File: src/rtl/spi_ctrl_tx.sv
`default_nettype none
// ============================================================================
// Module   : spi_ctrl_tx
// Purpose  : SPI mode-0 initiator that serialises 16-bit write frames
//            {rw, addr[6:0], data[7:0]} MSB first onto spi_sclk/spi_copi/spi_cs.
//            The sclk is slowed to CLK_DIV clk cycles per half-period so that a
//            peripheral sampling through 2-flop synchronisers sees clean edges.
// Revision : 1.0 - initial release
// ============================================================================
module spi_ctrl_tx #(
  parameter int CLK_DIV = 4,  // clk cycles per sclk half-period (>= 3)
  parameter int CS_LEAD = 4,  // clk cycles from cs fall to first sclk rise (>= 3)
  parameter int CS_GAP  = 4   // minimum clk cycles cs stays high between frames (>= 3)
) (
  input  logic       clk,
  input  logic       rst_n,
  input  logic       cmd_valid,
  output logic       cmd_ready,
  input  logic       cmd_rw,
  input  logic [6:0] cmd_addr,
  input  logic [7:0] cmd_data,
  output logic       spi_sclk,
  output logic       spi_copi,
  output logic       spi_cs,
  output logic       busy,
  output logic       done
);

  // One shared down-counter times the lead, each sclk half-period and the gap,
  // so it is sized for the largest of the three.
  localparam int C_MAX_AB = (CLK_DIV > CS_LEAD) ? CLK_DIV : CS_LEAD;
  localparam int C_MAX    = (C_MAX_AB > CS_GAP) ? C_MAX_AB : CS_GAP;
  localparam int CW       = $clog2(C_MAX);

  localparam logic [CW-1:0] c_div_ld  = CW'(CLK_DIV - 1);
  localparam logic [CW-1:0] c_lead_ld = CW'(CS_LEAD - 1);
  localparam logic [CW-1:0] c_gap_ld  = CW'(CS_GAP - 1);
  localparam logic [CW-1:0] c_cnt_one = CW'(1);

  typedef enum logic [2:0] {
    S_IDLE  = 3'd0,
    S_LEAD  = 3'd1,
    S_HIGH  = 3'd2,
    S_LOW   = 3'd3,
    S_TRAIL = 3'd4,
    S_GAP   = 3'd5
  } state_t;

  state_t          r_state;
  logic [CW-1:0]   r_cnt;
  logic [3:0]      r_bit_idx;
  logic [15:0]     r_frame;

  logic            w_cnt_zero;
  logic [3:0]      w_idx_next;

  assign w_cnt_zero = (r_cnt == '0);
  assign w_idx_next = r_bit_idx - 4'd1;

  // Frame sequencer: every SPI-facing output is a flop written only here, so
  // the pins can never glitch on combinational decode.
  always_ff @(posedge clk or negedge rst_n) begin
    if (!rst_n) begin
      r_state   <= S_IDLE;
      r_cnt     <= '0;
      r_bit_idx <= 4'd0;
      r_frame   <= 16'd0;
      spi_cs    <= 1'b1;
      spi_sclk  <= 1'b0;
      spi_copi  <= 1'b0;
      done      <= 1'b0;
      busy      <= 1'b0;
      cmd_ready <= 1'b1;
    end else begin
      // done is a single-cycle pulse; only the TRAIL exit raises it.
      done <= 1'b0;
      case (r_state)
        S_IDLE: begin
          // cmd_ready is high throughout IDLE, so valid alone means accept.
          if (cmd_valid) begin
            r_frame   <= {cmd_rw, cmd_addr, cmd_data};
            spi_cs    <= 1'b0;
            spi_copi  <= cmd_rw;
            busy      <= 1'b1;
            cmd_ready <= 1'b0;
            r_cnt     <= c_lead_ld;
            r_bit_idx <= 4'd15;
            r_state   <= S_LEAD;
          end
        end

        S_LEAD: begin
          if (w_cnt_zero) begin
            spi_sclk <= 1'b1;
            r_cnt    <= c_div_ld;
            r_state  <= S_HIGH;
          end else begin
            r_cnt <= r_cnt - c_cnt_one;
          end
        end

        S_HIGH: begin
          if (w_cnt_zero) begin
            spi_sclk <= 1'b0;
            r_cnt    <= c_div_ld;
            if (r_bit_idx == 4'd0) begin
              // Last bit: hold copi through a final low half-period.
              r_state <= S_TRAIL;
            end else begin
              // Mode 0: data moves on the falling sclk edge.
              spi_copi  <= r_frame[w_idx_next];
              r_bit_idx <= w_idx_next;
              r_state   <= S_LOW;
            end
          end else begin
            r_cnt <= r_cnt - c_cnt_one;
          end
        end

        S_LOW: begin
          if (w_cnt_zero) begin
            spi_sclk <= 1'b1;
            r_cnt    <= c_div_ld;
            r_state  <= S_HIGH;
          end else begin
            r_cnt <= r_cnt - c_cnt_one;
          end
        end

        S_TRAIL: begin
          if (w_cnt_zero) begin
            spi_cs   <= 1'b1;
            spi_copi <= 1'b0;
            done     <= 1'b1;
            r_cnt    <= c_gap_ld;
            r_state  <= S_GAP;
          end else begin
            r_cnt <= r_cnt - c_cnt_one;
          end
        end

        S_GAP: begin
          if (w_cnt_zero) begin
            busy      <= 1'b0;
            cmd_ready <= 1'b1;
            r_state   <= S_IDLE;
          end else begin
            r_cnt <= r_cnt - c_cnt_one;
          end
        end

        default: begin
          // Unreachable encodings recover to a safe idle bus.
          r_state   <= S_IDLE;
          r_cnt     <= '0;
          spi_cs    <= 1'b1;
          spi_sclk  <= 1'b0;
          spi_copi  <= 1'b0;
          busy      <= 1'b0;
          cmd_ready <= 1'b1;
        end
      endcase
    end
  end

endmodule
`default_nettype wire
File: config.mk
export PLATFORM = sky130hd
export DESIGN_NAME = spi_ctrl_tx
export DESIGN_NICKNAME = d
export VERILOG_FILES = /design/src/rtl/spi_ctrl_tx.sv
export SDC_FILE = /design/constraint.sdc
export NUM_CORES = 1
export LEC_CHECK = 0
export CAP_MARGIN = 10
export CORE_UTILIZATION = 25
export DETAILED_ROUTE_END_ITERATION = 8
export SLEW_MARGIN = 20
export SYNTH_ARGS = -nofsm -noshare
export SYNTH_HDL_FRONTEND = slang
export SYNTH_SLANG_ARGS = --single-unit
File: constraint.sdc
create_clock -name clk -period 2.45 [get_ports clk]
set_input_delay 0.6125 -clock clk [delete_from_list [all_inputs] [get_ports clk]]
set_output_delay 0.6125 -clock clk [all_outputs]
set_load 0.005 [all_outputs]
# Word level (Yosys, flattened, before mapping)
# Index checks and enable logic that the tools add are counted.
# op_classes
muxes	31
reduce_logical	17
bitwise	4
eq_ne	12
n_addsub	2
order_cmp	1
# op_table
operator	count
3-bit two-way mux	6
3-bit case mux with 5 select lines	1
4-bit two-way mux	3
2-bit inequality test, second input constant	6
1-bit case mux with 3 select lines	4
1-bit two-way mux	10
5-bit AND reduction	2
3-bit AND reduction	3
4-bit case mux with 2 select lines	1
4-bit OR reduction	2
3-bit by 2-bit equality test with 1-bit output, second input constant	2
3-bit equality test, second input constant	2
2-bit two-way mux	3
2-bit case mux with 3 select lines	1
3-bit OR reduction	2
4-bit by 5-bit less-than comparator with 1-bit output, second input constant	1
1-bit binary-select mux with 4-bit select	1
4-bit zero test	1
1-bit inverter	4
1-bit case mux with 4 select lines	1
2-bit AND reduction	2
4-bit AND reduction	1
4-bit by 1-bit subtractor with 4-bit output, second input constant	1
3-bit by 1-bit equality test with 1-bit output, second input constant	1
other kinds (6)	6
# totals
reg_bits	31
output_inout_bits	6
elab_cells	77
in_bits	19

# Depth between registers and ports, before layout
# Gate-level depths: netlist (run 1).
# logic_depth
ltp_word	6
ltp_mapped	7
mapped_depth_nobuf	6

# Worst setup path before layout (run 1)
# OpenSTA, ideal clock, no wires.
# synth_timing
path_kind	register to register
startpoint	register r_bit_idx[0]
endpoint	register spi_copi
path_stages_with_launch	7
setup_time_ns	0.122
arrival_ns	1.774
path_buffers	1
setup_slack_ns	0.555
required_ns	2.328
cell_sequence	dfrtp_1 buf_6 inv_1 ha_1 mux4_1 mux4_2 a32o_1
# synth_between
elab_chain_cells	6
word_cells_on_any_way	9
classes_between	add/sub (1); eq/ne (1); mux (5); reduce/logical (2)
# synth_lines
item	line_no	text
from (decl)	51	logic [3:0] r_bit_idx;
from (signal assigned)	112	r_bit_idx <= w_idx_next;
4-bit by 1-bit subtractor with 4-bit output	58	assign w_idx_next = r_bit_idx - 4'd1;
1-bit binary-select mux with 4-bit select	111	spi_copi <= r_frame[w_idx_next];
1-bit two-way mux (not written as such)	111	
1-bit two-way mux	106	if (r_bit_idx == 4'd0) begin
1-bit two-way mux	103	if (w_cnt_zero) begin
1-bit case mux with 4 select lines	77	case (r_state)
to (signal assigned)	83	spi_copi <= cmd_rw;
to (signal assigned)	111	
to (decl)	23	output logic spi_copi,
# Parallel ways exist; a longest one is shown, timed or not. The select of a mux whose other input is x is not followed.
# A chain may end at the register's enable or synchronous reset.

# Worst setup path in the final report (run 1)
# layout_timing
startpoint	input cmd_valid
endpoint	register spi_copi
# layout_between
elab_chain_cells	2
# layout_lines
item	line_no	text
from (decl)	17	input logic cmd_valid,
2-bit inequality test (no source line)	-	
5-bit AND reduction (no source line)	-	
# No other way between the ends.

==> impl_metrics.ini, run 1 <==
[die]
die-height_um = 82.5
die_w_um = 82.5
design.die.area_um2 = 6800
ios = 25
core_area_um2 = 6100
rows = 28
start_util = 0.266

[run]
maxCapViolCount = 0

[timing]
finalSetupViolCount = 0
max_slew.worst_pin.slew_ns = 0.661
fin_crit_ns = 2.05
rsz0062_at_grt = no
fmax_mhz = 489
setup_ws_ns = 0.404
setup_tns_ns = 0
fin_crit_sh = 0.835
slew_violations = 0
slew_headroom = 0.559
finalHoldViolCount = 0
clock_skew_ns = 0.0128

[worst_setup_path]
crit_path_end_kind = flip-flop
critPathLaunchType = input port
cp.required_ns = 2.62
crit_fanout = 6
r2r_cells = 5
worstSetupPathType = in2reg
cp.arrival_ns = 2.22

[drt]
vias = 1187
detail-route-antenna-nets = 0
wl_mm = 3.22
post_drt_wl_per_cell_um = 13.2
dr.pass1.iters = 4
drt_iter0_drc = 79
viasPerCell = 4.88
drcViolationCount = 0

[clock_network]
clkSinkCount = 31
numCtsBuffers = 5
cts_tree = done
ctsResizeCount = 0
clockRootBuffer = clkbuf_8
clk_latency_ns = 0.28
clk_pin_slew_ns = 0.07
cts_hold_buf = 0
cts_max_level = 2
cts_setup_buffers = 0
clock_path_buffers = 2

[placed_design]
post_dp_cell_area_um2 = 1960
dp_worst_setup_slack_ns = 0.132
globalplace.congestion = 0.726
io_buffers = 24
hpwl_mm = 2.28

[synth]
synth-async-reset-ratio = 1.00
ys.warnings.count = 0
synth_cells = 140
synth_area_per_cell_um2 = 11.6
syn_nets = 162
ys_seq_area_frac = 0.481
synth-seq-cells = 31
synthFlopType = dfrtp_1
synth.distinct_cells = 40
synth_edf_count = 0
syn-cell-area_um2 = 1620

[hold_path]
holdPathStages = 1
hold_path_class = reg2reg

[cells_and_area]
antennaDiodeCount = 0
layout_common_cells = 29 x dfrtp_1, 24 x clkdlybuf4s50_1, 16 x mux2_2, 9 x a21oi_1, 8 x nor3_1
drive_above_1_share = 0.196
fin_nets = 190
mostFrequentLayoutCell = dfrtp_1
n_fill_cell = 643
syn_to_final_growth_pct = 27.7
final_cell_area_um2 = 2070

[global_routing]
grt_pass1_vias = 1166
grt_max_degree = 32
grt_usage = 0.111
overflow = 0
antenna_found_initial = 0
grt_pass1_wl_mm = 5.61

[power]
p_leak_nw = 0.833
power.density_nw_per_um2 = 1080
ir_worst_vdd_v = 0.000414

[run_status]
status = complete, no violations
cell usage after synthesis (4+ instances only):
cell type	instances	area share
a21oi_1	9	0.028
nand2_1	4	0.0093
dfrtp_1	29	0.45
mux4_1	4	0.065
inv_1	7	0.016
nor2_1	7	0.016
nor3_1	8	0.025
o21ai_0	4	0.012
clkbuf_1	6	0.014
o21a_1	4	0.019
mux2_2	16	0.11
area by class of cell:
type / instances / area, µm² / share of cell area
clock inverter: 1 / 30.0 / 0.0145
sequential: 31 / 778 / 0.377
timing repair buffer: 29 / 290 / 0.140
multi-input combinational: 94 / 776 / 0.375
inverter: 7 / 26.3 / 0.0127
clock buffer: 6 / 72.6 / 0.0351
tap: 75 / 93.8 / 0.0454
power by group:
part           switching (mW)  internal, mW  total (mW)
Clock                   0.180         0.298       0.478
Sequential              0.154         0.717       0.871
Combinational           0.372         0.516       0.887
path summary, 6_finish.rpt:
path,slack [ns],to,start
max,0.40,spi_copi$_DFFE_PN0P_,cmd_valid
min,0.50,r_frame[11]$_DFFE_PN0P_,r_frame[11]$_DFFE_PN0P_
max reg2reg,0.50,spi_copi$_DFFE_PN0P_,r_bit_idx[1]$_DFFE_PN0P_
min reg2reg,0.50,r_frame[11]$_DFFE_PN0P_,r_frame[11]$_DFFE_PN0P_
max in group asynchronous,1.39,spi_cs$_DFFE_PN1P_,rst_n
min in group asynchronous,0.72,done$_DFF_PN0_,rst_n
metrics by stage:
stage	instances	hold WS [ns]	power, mW	utilization
after floorplan	140	0.317	1.53	-
after global placement	236	0.482	1.75	0.322
after detailed placement	236	0.491	1.78	0.322
after CTS	243	0.506	2.27	0.339
after global routing	243	0.510	2.41	0.339
final	243	0.501	2.24	0.339
critical path, stage by stage:
cell and delay (ns):
clkdlybuf4s50_1 0.58, or3b_2 0.48, o21a_1 0.18, o22a_1 0.17, a32o_1 0.20
layer usage:
layer / up-vias / share of wire / GRT usage
met5: - / 0 / 0
met2: 30 / 0.47 / 0.164
li1: 572 / - / -
met1: 583 / 0.49 / 0.153
met4: 0 / 0.0062 / 0.0368
met3: 2 / 0.039 / 0.0363
cell families after synthesis:
logic type / after synthesis / synth area share
xor+xnor: 2 / 0.0108
buf+inv: 15 / 0.0402
compound gates: 31 / 0.125
simple gates: 36 / 0.124
mux: 22 / 0.196
fa+ha+maj: 3 / 0.0232
flops: 31 / 0.481
registers in the layout, summed over array words and instances (netlist names):
register / flops
cmd_ready: 1
r_bit_idx: 4
r_frame: 16
done: 1
r_cnt: 2
busy: 1
spi_copi: 1
r_state: 3
spi_sclk: 1
spi_cs: 1
No activity file was read; power rests on OpenSTA's default activity.
==> inputs of run 2 (changes only) <==
Clock period 2.45 ns to 1.8 ns, I/O delays scaled along.
==> impl_metrics.ini, run 2 (synthesized netlist as in run 1, its figures left out) <==
[timing]
fin_crit_ns = 1.89
setup_tns_ns = -0.0864
slew_violations = 0
slew_headroom = 0.749
clock_skew_ns = 0.00472
finalHoldViolCount = 0
max_slew.worst_pin.slew_ns = 0.377
finalSetupViolCount = 1
rsz0062_at_grt = yes
fmax_mhz = 530
setup_ws_ns = -0.0864
timing.hold.ws_ns = 0.501
fin_crit_sh = 1.05

[die]
core_area_um2 = 6100
die_w_um = 82.5
ios = 25
rows = 28
design.die.area_um2 = 6800
start_util = 0.266
die-height_um = 82.5

[clock_network]
clk_pin_slew_ns = 0.07
cts_max_level = 2
cts_hold_buf = 0
clk_latency_ns = 0.28
cts_tree = done
numCtsBuffers = 5
clkSinkCount = 31
clock_path_buffers = 2
clockRootBuffer = clkbuf_8

[placed_design]
dp_cells = 249
globalplace.congestion = 0.761
post_dp_cell_area_um2 = 2090
dp_worst_setup_slack_ns = -0.258
io_buffers = 24
hpwl_mm = 2.36

[hold_path]
holdPathStages = 1
hp-start = r_frame[5]$_DFFE_PN0P_
min_to = r_frame[5]$_DFFE_PN0P_
hold_path_class = reg2reg

[global_routing]
grt_max_degree = 32
antenna_found_initial = 0
grt_pass1_vias = 1188
grt_pass1_wl_mm = 5.65
grt_usage = 0.111
overflow = 0

[power]
ir_worst_vdd_v = 0.000547
p_leak_nw = 0.952
power.density_nw_per_um2 = 1500
finalPower_mw = 3.37

[cells_and_area]
mostFrequentLayoutCell = dfrtp_1
final_cell_area_um2 = 2240
antennaDiodeCount = 0
n_fill_cell = 635
post-route-util = 0.368
largest_reg_flops = 16
layout_common_cells = 28 x dfrtp_1, 22 x clkdlybuf4s50_1, 16 x mux2_2, 15 x buf_4, 9 x a21oi_1
instances_no_fill = 258
fin_nets = 204
syn_to_final_growth_pct = 38.5
reg_top3 = r_frame x16, r_bit_idx x4, r_state x3
drive_above_1_share = 0.301
regMostFlops = r_frame

[worst_setup_path]
cp_cell_sequence = buf_6 -> mux4_1 -> mux4_2 -> a32o_1
critical-path-max-stage-delay_ns = 0.54
reg2reg_from = r_bit_idx[0]$_DFFE_PN0P_
cpMaxStageDelayCell = mux4_1
worstSetupPathType = reg2reg
r2r_setup_slack_ns = -0.09
crit_path_end_kind = flip-flop
critPathLaunchType = flip-flop
crit_fanout = 4
cp.arrival_ns = 2.06
cp.required_ns = 1.97
reg2reg_to = spi_copi$_DFFE_PN0P_
r2r_cells = 4

[run_status]
status = finished, violations left
violations = negative setup slack

[drt]
wl_mm = 3.33
viasPerCell = 4.76
dr.pass1.iters = 4
drt_iter0_drc = 49
drcViolationCount = 0
detail-route-antenna-nets = 0
post_drt_wl_per_cell_um = 12.9
vias = 1228

[run]
maxCapViolCount = 0
==> run 2: changes by cell type in the layout (fill, tap and decap cells not counted), sizes merged <==
cell,delta
buf,+14
dlymetal6s2s,+2
clkinv,+1
clkdlybuf4s50,-2
==> run 2: worst max-delay path by stage <==
stage / startpoint / endpoint
finish: r_bit_idx[0]$_DFFE_PN0P_ / spi_copi$_DFFE_PN0P_
floorplan: r_bit_idx[0]$_DFFE_PN0P_ / spi_copi$_DFFE_PN0P_
CTS: r_bit_idx[0]$_DFFE_PN0P_ / spi_copi$_DFFE_PN0P_
detailed placement: cmd_valid / spi_copi$_DFFE_PN0P_
global placement: cmd_valid / spi_copi$_DFFE_PN0P_
global route: r_bit_idx[0]$_DFFE_PN0P_ / spi_copi$_DFFE_PN0P_
==> run 2: cell type report <==
type	count	area, µm²	area share
Clock inverter	2	35.0	0.0156
Tap cell	75	93.8	0.0419
Multi-Input combinational cell	94	805	0.359
Clock buffer	6	82.6	0.0368
Timing Repair Buffer	43	420	0.187
Sequential cell	31	779	0.348
Inverter	7	26.3	0.0117
==> run 2: per-layer routing <==
metal  part of all wire  routed length (µm)  vias up  track usage
met3              0.049                 164        4       0.0363
met1               0.50                1650      593        0.152
met2               0.44                1480       28        0.163
met5                  0                   0        -            0
li1                   -                   -      603            -
met4              0.011                  36        0       0.0421
==> run 2: worst max-delay path, delay by kind of cell (launching register included) <==
kind                   cells  cell delay [ns]
AO/OA/AOI/OAI              1             0.23
multiplexers               2             1.03
buffers and inverters      1             0.11
flip-flops                 1             0.41
==> run 2: repair_timing <==
action,CTS,global route
endpoints found under the setup margin,1,7
resized for setup,0,9
pin swaps,0,1
setup buffers,0,1
==> run 2: power breakdown <==
part | internal (mW) | switching (mW)
registers | 0.979 | 0.200
clock network | 0.448 | 0.269
logic | 0.899 | 0.571
total | 2.33 | 1.04
==> inputs of run 3 (changes only) <==
Settings changed: CORE_MARGIN set to 10.
==> impl_metrics.ini, run 3 (synthesized netlist as in run 1, its figures left out) <==
[worst_setup_path]
cp.arrival_ns = 2.10
worstSetupPathType = reg2reg
crit_path_end_kind = flip-flop
cp.required_ns = 1.98
crit_fanout = 6
critPathLaunchType = flip-flop
r2r_cells = 5
r2r_setup_slack_ns = -0.13

[global_routing]
grt_max_degree = 32
grt_usage = 0.0781
antenna_found_initial = 0
overflow = 0
grt_pass1_vias = 1343
grt_pass1_wl_mm = 6.40

[cells_and_area]
largest_reg_flops = 16
layout_common_cells = 28 x dfrtp_1, 28 x buf_4, 24 x clkdlybuf4s50_1, 16 x mux2_2, 9 x a21oi_1
reg_top3 = r_frame x16, r_bit_idx x4, r_state x3
antennaDiodeCount = 0
instances_no_fill = 270
drive_above_1_share = 0.332
final_cell_area_um2 = 2280
post-route-util = 0.362
n_fill_cell = 665
regMostFlops = r_frame
fin_nets = 214
syn_to_final_growth_pct = 41.0

[drt]
vias = 1248
topRoutingLayerUsed = met4
wl_met3_um = 168
detail-route-antenna-nets = 0
viasPerCell = 4.62
wl_mm = 3.71
post_drt_wl_per_cell_um = 13.7
dr_wl_met2_mm = 1.72
drcViolationCount = 0
drt_iter0_drc = 61
wirelength_met1_mm = 1.76
dr.pass1.iters = 4

[clock_network]
cts_tree = done
clock_path_buffers = 2
clk_latency_ns = 0.28
numCtsBuffers = 5
clockRootBuffer = clkbuf_8
clk_pin_slew_ns = 0.07
clkSinkCount = 31
cts_max_level = 2

[timing]
clock_skew_ns = 0.00222
finalSetupViolCount = 1
timing.hold.ws_ns = 0.501
setup_ws_ns = -0.127
max_slew.worst_pin.slew_ns = 0.394
slew_headroom = 0.737
rsz0062_at_grt = yes
finalHoldViolCount = 0
slew_violations = 0
fin_crit_sh = 1.07
fin_crit_ns = 1.93
fmax_mhz = 519

[die]
core_area_um2 = 6310
die-height_um = 100
design.die.area_um2 = 10100
die_w_um = 100
rows = 29
start_util = 0.256
ios = 25

[run_status]
violations = negative setup slack
status = finished, violations left

[placed_design]
globalplace.congestion = 0.757
io_buffers = 24
post_dp_cell_area_um2 = 2120
hpwl_mm = 2.73
dp_cells = 257

[hold_path]
hold_path_class = reg2reg
holdPathStages = 1

[run]
maxCapViolCount = 0

[power]
p_leak_nw = 0.956
power.density_nw_per_um2 = 1510
ir_worst_vdd_v = 0.000664
finalPower_mw = 3.46
-- run 3: cell count changes in the layout (fill, tap and decap cells not counted), sizes merged --
cell           change
buf               +10
dlymetal6s2s       -2
clkdlybuf4s50      +2
-- run 3: layout make-up --
cell class / count / area (µm²) / area share
inverters: 7 / 26.3 / 0.0115
clock buffers: 6 / 82.6 / 0.0362
flip-flops and latches: 31 / 779 / 0.341
clock inverters: 2 / 35.0 / 0.0153
well taps: 77 / 96.3 / 0.0422
multi-input cells: 94 / 793 / 0.347
repair buffers: 53 / 470 / 0.206
-- run 3: final timing paths --
check,to,from
max in group asynchronous,spi_cs$_DFFE_PN1P_,rst_n
max reg2reg,spi_copi$_DFFE_PN0P_,r_bit_idx[0]$_DFFE_PN0P_
max,spi_copi$_DFFE_PN0P_,r_bit_idx[0]$_DFFE_PN0P_
min reg2reg,r_frame[2]$_DFFE_PN0P_,r_frame[2]$_DFFE_PN0P_
min,r_frame[2]$_DFFE_PN0P_,r_frame[2]$_DFFE_PN0P_
min in group asynchronous,done$_DFF_PN0_,rst_n
-- run 3: metal layers --
metal | up-vias | GRT usage
met3 | 6 | 0.0267
met2 | 29 | 0.121
met5 | - | 0
met4 | 0 | 0.0293
li1 | 622 | -
met1 | 591 | 0.0981
-- run 3: timing repair --
item	CTS	global route
hold buffers	0	0
pin swaps	2	1
buffers inserted	4	1
resized for setup	4	0
setup endpoints to repair	6	2
-- run 3: critical path, stage by stage, from the launching register on --
cell and delay (ns):
dfrtp_2 0.43, inv_2 0.07, ha_4 0.29, mux4_2 0.31, mux4_2 0.49, a32o_1 0.23
-- run 3: metrics by stage --
stage	worst slack [ns]	TNS [ns]
floorplan	-0.0113	-0.0113
global placement	-0.239	-3.94
detailed placement	-0.253	-3.99
CTS	-0.135	-0.135
global route	-0.212	-0.217
finish	-0.127	-0.127
-- run 3: power breakdown --
group          internal, mW  switching, mW  total (mW)
Clock                 0.448          0.278       0.726
Combinational         0.961          0.601        1.56
Sequential            0.978          0.190        1.17
